--- config.mk ---
export PLATFORM = sky130hd
export DESIGN_NAME = axis_traffic_gen_flat
export DESIGN_NICKNAME = d
export VERILOG_FILES = /design/src/rtl/axis_traffic_gen_pkg.sv /design/src/rtl/axis_traffic_gen_if.sv /design/src/rtl/axis_traffic_gen_lfsr.sv /design/src/rtl/axis_traffic_gen.sv /design/src/flat_wrapper.sv
export SDC_FILE = /design/constraint.sdc
export NUM_CORES = 1
export LEC_CHECK = 0
export ABC_AREA = 1
export CORE_ASPECT_RATIO = 1.5
export CORE_MARGIN = 8
export CORE_UTILIZATION = 56
export DETAILED_ROUTE_END_ITERATION = 6
export PLACE_DENSITY_LB_ADDON = 0.2
export SETUP_SLACK_MARGIN = 0.3
export SLEW_MARGIN = 10
export SYNTH_ARGS = -nofsm -noshare
export SYNTH_HDL_FRONTEND = slang
export SYNTH_SLANG_ARGS = --single-unit
export TNS_END_PERCENT = 30
--- constraint.sdc ---
create_clock -name clk -period 3.1 [get_ports clk]
set_clock_uncertainty 0.05 [all_clocks]
set_input_delay 0.465 -clock clk [delete_from_list [all_inputs] [get_ports clk]]
set_output_delay 0.465 -clock clk [all_outputs]
set_load 0.1 [all_outputs]
--- src/rtl/axis_traffic_gen_pkg.sv ---
// Shared types and constants for the AXI-Stream traffic generator.
package axis_traffic_gen_pkg;

  typedef enum logic [1:0] {
    MODE_RAMP  = 2'd0,
    MODE_LFSR  = 2'd1,
    MODE_CONST = 2'd2,
    MODE_RSVD  = 2'd3
  } mode_e;

  // Generator FSM state encoding.
  localparam logic [1:0] ST_IDLE   = 2'd0;
  localparam logic [1:0] ST_SEND   = 2'd1;
  localparam logic [1:0] ST_GAP    = 2'd2;
  localparam logic [1:0] ST_FINISH = 2'd3;

  // x^32 + x^22 + x^2 + x + 1 in right-shifting Galois form.
  localparam logic [31:0] LFSR_POLY         = 32'h8020_0003;
  localparam logic [31:0] LFSR_DEFAULT_SEED = 32'h0000_0001;

  function automatic logic [31:0] lfsr_next(input logic [31:0] s);
    return {1'b0, s[31:1]} ^ (s[0] ? LFSR_POLY : 32'h0);
  endfunction

endpackage

--- src/rtl/axis_traffic_gen_if.sv ---
// AXI-Stream data channel bundle.
interface axis_traffic_gen_if #(
  parameter int DWIDTH = 64
);
  logic [DWIDTH-1:0] tdata;
  logic              tvalid;
  logic              tlast;
  logic              tready;

  modport master (output tdata, output tvalid, output tlast, input tready);
  modport slave  (input tdata, input tvalid, input tlast, output tready);
endinterface

--- src/rtl/axis_traffic_gen_lfsr.sv ---
// 32-bit Galois LFSR with synchronous load and step enable.
module lfsr32_galois
  import axis_traffic_gen_pkg::*;
(
  input  logic        clk,
  input  logic        reset_n,
  input  logic        load,
  input  logic [31:0] seed,
  input  logic        advance,
  output logic [31:0] state
);

  // Load wins over advance; an all-zero seed would lock up, so it is replaced.
  always_ff @(posedge clk or negedge reset_n) begin
    if (!reset_n)
      state <= LFSR_DEFAULT_SEED;
    else if (load)
      state <= (seed == 32'h0) ? LFSR_DEFAULT_SEED : seed;
    else if (advance)
      state <= lfsr_next(state);
  end

endmodule

--- src/rtl/axis_traffic_gen.sv ---
// AXI-Stream traffic generator: ramp / LFSR / constant packets with gaps.
//
// state     | meaning
// ----------+--------------------------------------------------------
// ST_IDLE   | waiting for start, outputs quiet
// ST_SEND   | presenting words of the current packet
// ST_GAP    | counting idle cycles between packets
// ST_FINISH | one-cycle done pulse, then back to idle
module axis_traffic_gen
  import axis_traffic_gen_pkg::*;
#(
  parameter int DWIDTH = 64,
  parameter int LEN_W  = 16,
  parameter int CNT_W  = 16
) (
  input  logic              clk,
  input  logic              reset_n,
  input  logic              start,
  input  logic              abort,
  input  logic [1:0]        mode,
  input  logic [LEN_W-1:0]  pkt_len,
  input  logic [CNT_W-1:0]  num_pkts,
  input  logic [LEN_W-1:0]  gap,
  input  logic [DWIDTH-1:0] ramp_start,
  input  logic [DWIDTH-1:0] ramp_inc,
  input  logic [31:0]       lfsr_seed,
  axis_traffic_gen_if.master m,
  output logic              busy,
  output logic              done,
  output logic [CNT_W-1:0]  pkt_count
);

  logic [1:0]        state;
  mode_e             cfg_mode;
  logic [LEN_W-1:0]  cfg_last_idx;
  logic [CNT_W-1:0]  cfg_num;
  logic [LEN_W-1:0]  cfg_gap;
  logic [DWIDTH-1:0] cfg_rs;
  logic [DWIDTH-1:0] cfg_ri;
  logic [LEN_W-1:0]  word_left;
  logic [LEN_W-1:0]  gap_left;
  logic [DWIDTH-1:0] ramp_acc;
  logic              abort_pend;
  logic [31:0]       lfsr_state;
  logic [DWIDTH-1:0] lfsr_rep;

  logic start_ok, xfer, is_last, run_done, stop;

  assign start_ok = start && (state == ST_IDLE);
  assign xfer     = (state == ST_SEND) && m.tready;
  assign is_last  = (word_left == '0);
  assign run_done = (cfg_num != '0) && ((pkt_count + CNT_W'(1)) == cfg_num);
  assign stop     = abort_pend || abort || run_done;

  lfsr32_galois u_lfsr (
    .clk     (clk),
    .reset_n (reset_n),
    .load    (start_ok),
    .seed    (lfsr_seed),
    .advance (xfer),
    .state   (lfsr_state)
  );

  // Run sequencing: config capture, word/gap down-counters, packet count.
  always_ff @(posedge clk or negedge reset_n) begin
    if (!reset_n) begin
      state        <= ST_IDLE;
      cfg_mode     <= MODE_RAMP;
      cfg_last_idx <= '0;
      cfg_num      <= '0;
      cfg_gap      <= '0;
      cfg_rs       <= '0;
      cfg_ri       <= '0;
      word_left    <= '0;
      gap_left     <= '0;
      ramp_acc     <= '0;
      abort_pend   <= 1'b0;
      pkt_count    <= '0;
    end else begin
      case (state)
        ST_IDLE: begin
          if (start) begin
            cfg_mode     <= mode_e'(mode);
            cfg_last_idx <= (pkt_len == '0) ? '0 : pkt_len - LEN_W'(1);
            word_left    <= (pkt_len == '0) ? '0 : pkt_len - LEN_W'(1);
            cfg_num      <= num_pkts;
            cfg_gap      <= gap;
            cfg_rs       <= ramp_start;
            cfg_ri       <= ramp_inc;
            ramp_acc     <= ramp_start;
            abort_pend   <= 1'b0;
            pkt_count    <= '0;
            state        <= ST_SEND;
          end
        end
        ST_SEND: begin
          if (abort) abort_pend <= 1'b1;
          if (xfer) begin
            if (is_last) begin
              pkt_count <= pkt_count + CNT_W'(1);
              word_left <= cfg_last_idx;
              ramp_acc  <= cfg_rs;
              if (stop) begin
                state <= ST_FINISH;
              end else if (cfg_gap != '0) begin
                gap_left <= cfg_gap - LEN_W'(1);
                state    <= ST_GAP;
              end
            end else begin
              word_left <= word_left - LEN_W'(1);
              ramp_acc  <= ramp_acc + cfg_ri;
            end
          end
        end
        ST_GAP: begin
          if (abort || abort_pend) state <= ST_FINISH;
          else if (gap_left == '0) state <= ST_SEND;
          else gap_left <= gap_left - LEN_W'(1);
        end
        default: state <= ST_IDLE;
      endcase
    end
  end

  // LFSR word replicated across the full data width.
  always_comb begin
    lfsr_rep = '0;
    for (int i = 0; i < DWIDTH; i++) lfsr_rep[i] = lfsr_state[i % 32];
  end

  // Stream outputs come straight from registered state, so a stall holds them.
  always_comb begin
    m.tvalid = (state == ST_SEND);
    m.tlast  = m.tvalid && is_last;
    m.tdata  = '0;
    if (m.tvalid) begin
      case (cfg_mode)
        MODE_LFSR:  m.tdata = lfsr_rep;
        MODE_CONST: m.tdata = cfg_rs;
        default:    m.tdata = ramp_acc;
      endcase
    end
  end

  assign busy = (state != ST_IDLE);
  assign done = (state == ST_FINISH);

endmodule

--- src/flat_wrapper.sv ---
// flat-port wrapper written by rule: the top's interface ports become plain ports
module axis_traffic_gen_flat import axis_traffic_gen_pkg::*;
#(
  parameter int DWIDTH = 64,
  parameter int LEN_W  = 16,
  parameter int CNT_W  = 16
)
  (clk, reset_n, start, abort, mode, pkt_len, num_pkts, gap, ramp_start, ramp_inc, lfsr_seed, busy, done, pkt_count, m_tdata, m_tvalid, m_tlast, m_tready);
  axis_traffic_gen_if #(.DWIDTH(DWIDTH)) m_i ();
  input  logic clk;
  input  logic reset_n;
  input  logic start;
  input  logic abort;
  input  logic [1:0] mode;
  input  logic [LEN_W-1:0] pkt_len;
  input  logic [CNT_W-1:0] num_pkts;
  input  logic [LEN_W-1:0] gap;
  input  logic [DWIDTH-1:0] ramp_start;
  input  logic [DWIDTH-1:0] ramp_inc;
  input  logic [31:0] lfsr_seed;
  output logic busy;
  output logic done;
  output logic [CNT_W-1:0] pkt_count;
  output wire logic [$bits(m_i.tdata)-1:0] m_tdata;
  output wire logic [$bits(m_i.tvalid)-1:0] m_tvalid;
  output wire logic [$bits(m_i.tlast)-1:0] m_tlast;
  input wire logic [$bits(m_i.tready)-1:0] m_tready;
  assign m_tdata = m_i.tdata;
  assign m_tvalid = m_i.tvalid;
  assign m_tlast = m_i.tlast;
  assign m_i.tready = m_tready;
  axis_traffic_gen #(.DWIDTH(DWIDTH), .LEN_W(LEN_W), .CNT_W(CNT_W)) u_core (.clk(clk), .reset_n(reset_n), .start(start), .abort(abort), .mode(mode), .pkt_len(pkt_len), .num_pkts(num_pkts), .gap(gap), .ramp_start(ramp_start), .ramp_inc(ramp_inc), .lfsr_seed(lfsr_seed), .m(m_i), .busy(busy), .done(done), .pkt_count(pkt_count));
endmodule
==> impl_metrics.json <==
{
  "antenna_found_initial": 1,
  "cpMaxStageDelayCell": "dfrtp_1",
  "cp_slowest_stage_delay_ns": 0.40,
  "grt_max_degree": 135,
  "clock_sink_count": 325,
  "crit_path_max_fanout": 6,
  "first_global_vias": 24600,
  "crit_family": "buffers and inverters",
  "areaGrowthSynthToFinish_pct": 30.2,
  "io_buffer_count": 298,
  "synth_mux_area_share_pct": 0,
  "clockBufferDepth": 3,
  "core_area_sq_um": 38500,
  "placed_area_sq_um": 26400,
  "initial_core_util_pct": 56.7,
  "synth.cell_area_sq_um": 21900,
  "synthTopCellsByArea": "dfrtp_1 (37%), nand2_1 (16%), a21oi_1 (6.5%), nor2_1 (5.9%), o21ai_0 (5.6%)",
  "most-common-layout-cells": "nand2_1 (956), nor2_1 (336), dfrtp_1 (322)",
  "crit_path_frequent_cell": "a21oi_2",
  "status": "complete, but fails checks",
  "synth-compound-area-share_pct": 17.5,
  "synthCells": 3226,
  "synth_top_area_share_pct": 37.1,
  "vias": 25300,
  "yosysSeqAreaShare_pct": 37.2,
  "wl_per_cell_um": 24.4,
  "setup_viol": 0,
  "critPathBufInv": 4,
  "h-tree-depth": 2,
  "synthFlopType": "dfrtp_1",
  "cts_tree": "done",
  "fmax_mhz": 337,
  "hold_viol_final": 0,
  "violations": "design-rule violations",
  "routed_wl_um": 98900,
  "rsz0062_at_grt": "true",
  "final_area_sq_um": 28500,
  "crit_type": "reg -> out",
  "worstPathRequired_ns": 2.58,
  "io_pins": 299,
  "clk_pin_slew_worst_paths_ns": 0.07,
  "fin_crit_ns": 2.97,
  "async_flop_share_pct": 100,
  "first_pass_iters": 7,
  "synth_adder_area_share_pct": 4.04,
  "grt-ovfl-total": 0,
  "avgSynthCellArea_sq_um": 6.78,
  "synth_edf_count": 0,
  "tightest_slew_ns": 1.05,
  "cts_root_buf": "clkbuf_16",
  "nNetsFinal": 3809,
  "die_area_sq_um": 45800,
  "seq_area_sq_um": 8140,
  "multi_input_area_sq_um": 12500,
  "layout-drive-gt1-share_pct": 11.2,
  "drv_cap": 0,
  "yosysTopAreaCell": "dfrtp_1",
  "synth_top_family_by_area": "simple AND/OR/NAND/NOR gates",
  "grt_pass1_wl_um": 144000,
  "cp.arrival_ns": 2.45,
  "vias_per_cell": 6.25,
  "yosysWarnings": 0,
  "maxSlewHeadroom_pct": 30.3,
  "die_h_um": 258,
  "synth_seq_cells": 325,
  "hpwl_um": 71100,
  "n_fill_cell": 2956,
  "syn_nets": 3511,
  "synth-simple-area-share_pct": 30.2,
  "drc": 3,
  "rows": 88,
  "end_kind": "output port",
  "final_common_cell": "nand2_1",
  "place_congestion": 1.13,
  "grt_usage_pct": 41.4,
  "die_width_um": 177,
  "cts_made_buffers": 36,
  "hold_class": "in -> reg",
  "clock_latency_ns": 0.56,
  "synth.distinct_cells": 55,
  "synth-xor-area-share_pct": 2.80,
  "path_cells": "inv_2 -> ha_4 -> clkbuf_2 -> buf_4 -> a21oi_2 -> a21oi_2 -> buf_12",
  "drtIter0Drc": 3279,
  "period_share_pct": 95.7,
  "ant_nets": 0,
  "slew_viol_final": 0,
  "startpoint_type": "register"
}
==> repair_timing <==
action | 4_1_cts | 5_1_grt
pin swaps | 2 | 5
endpoints found under the setup margin | 82 | 111
gates resized for setup | 81 | 65
gates cloned | 4 | 3
buffers inserted | 3 | 13
hold buffers | 1 | 0
hold endpoints to repair | 58 | 0
==> path summary, 6_finish.rpt <==
path | start | endpoint | slack [ns] | depth (start not counted)
max in group asynchronous | reset_n | u_core.cfg_ri[53] | 1.65 | 3
worst min register to register | u_core.cfg_ri[31] | u_core.cfg_ri[31] | 0.43 | 2
worst min-delay path | ramp_inc[48] | u_core.cfg_ri[48] | 0.39 | 3
worst max register to register | u_core.ramp_acc[22] | u_core.ramp_acc[57] | 0.23 | 10
worst max-delay path | u_core.cfg_mode[0] | m_tdata[16] | 0.13 | 7
min in group asynchronous | reset_n | u_core.cfg_last_idx[11] | 0.42 | 2
==> routing by layer <==
metal	part of all wire, %	GRT usage (%)
met5	0.014	0
met4	10	33.7
met3	11	9.44
met2	46	66.2
met1	34	46.7
==> kinds of logic (layout without fill, tap and decap cells) <==
logic type                 Yosys count  in the layout
and+or+nand+nor                   1596           1596
AOI/OAI and AO/OA                  693            693
buffers and inverters              472            795
DFF                                325            325
adders and majority gates           70             70
xor gates and xnor gates            70             70
other                                0              3
==> state kept, by name (all words and copies together) (netlist names), 16 cells and up <==
signal               cells
u_core.cfg_ri           64
u_core.cfg_rs           64
u_core.ramp_acc         64
u_core.u_lfsr.state     32
u_core.cfg_gap          16
u_core.cfg_last_idx     16
u_core.cfg_num          16
u_core.gap_left         16
u_core.pkt_count        16
u_core.word_left        16
==> synthesized netlist by cell type, drive strengths merged, types with 10 or more instances <==
| cell | instances |
|---|---|
| a21oi | 284 |
| nand4 | 41 |
| o22ai | 30 |
| nor2 | 352 |
| o211ai | 12 |
| ha | 69 |
| dfrtp | 324 |
| nand2 | 979 |
| a211oi | 28 |
| clkbuf | 94 |
| inv | 339 |
| nor3 | 27 |
| xnor2 | 15 |
| nor4 | 15 |
| o31ai | 10 |
| a41oi | 12 |
| nand3 | 163 |
| xor2 | 55 |
| buf | 35 |
| a22oi | 12 |
| a31oi | 13 |
| o21ai | 265 |
==> cell type report <==
class | count | area share, %
repair buffers | 389 | 16.4
clock inverters | 15 | 0.677
well taps | 495 | 2.18
multi-input cells | 2429 | 43.9
inverters | 343 | 4.55
clock buffers | 48 | 3.68
flip-flops and latches | 325 | 28.6
diodes | 3 | 0.0264
==> tightest hold or removal path, cell delays in order <==
cell	delay [ns]
clkdlybuf4s50_1	0.39
nand2_1	0.06
nand2_1	0.05
==> through the flow <==
stage / std cells / setup TNS (ns) / setup WS (ns) / hold WS, ns / util, %
6_report: 4047 / 0 / 0.134 / 0.393 / 73.9
5_1_grt: 4044 / 0 / 0.128 / 0.425 / 73.8
4_1_cts: 4028 / 0 / 0.219 / 0.388 / 72.8
3_5_place_dp: 3957 / 0 / 0.270 / 0.413 / 68.5
3_3_place_gp: 3957 / 0 / 0.301 / 0.404 / 68.5
2_1_floorplan: 3226 / -9.15 / -0.305 / 0.119 / -
Power is not shown: default switching activity piles up to over one toggle a cycle in this logic, so the estimate is an artifact.
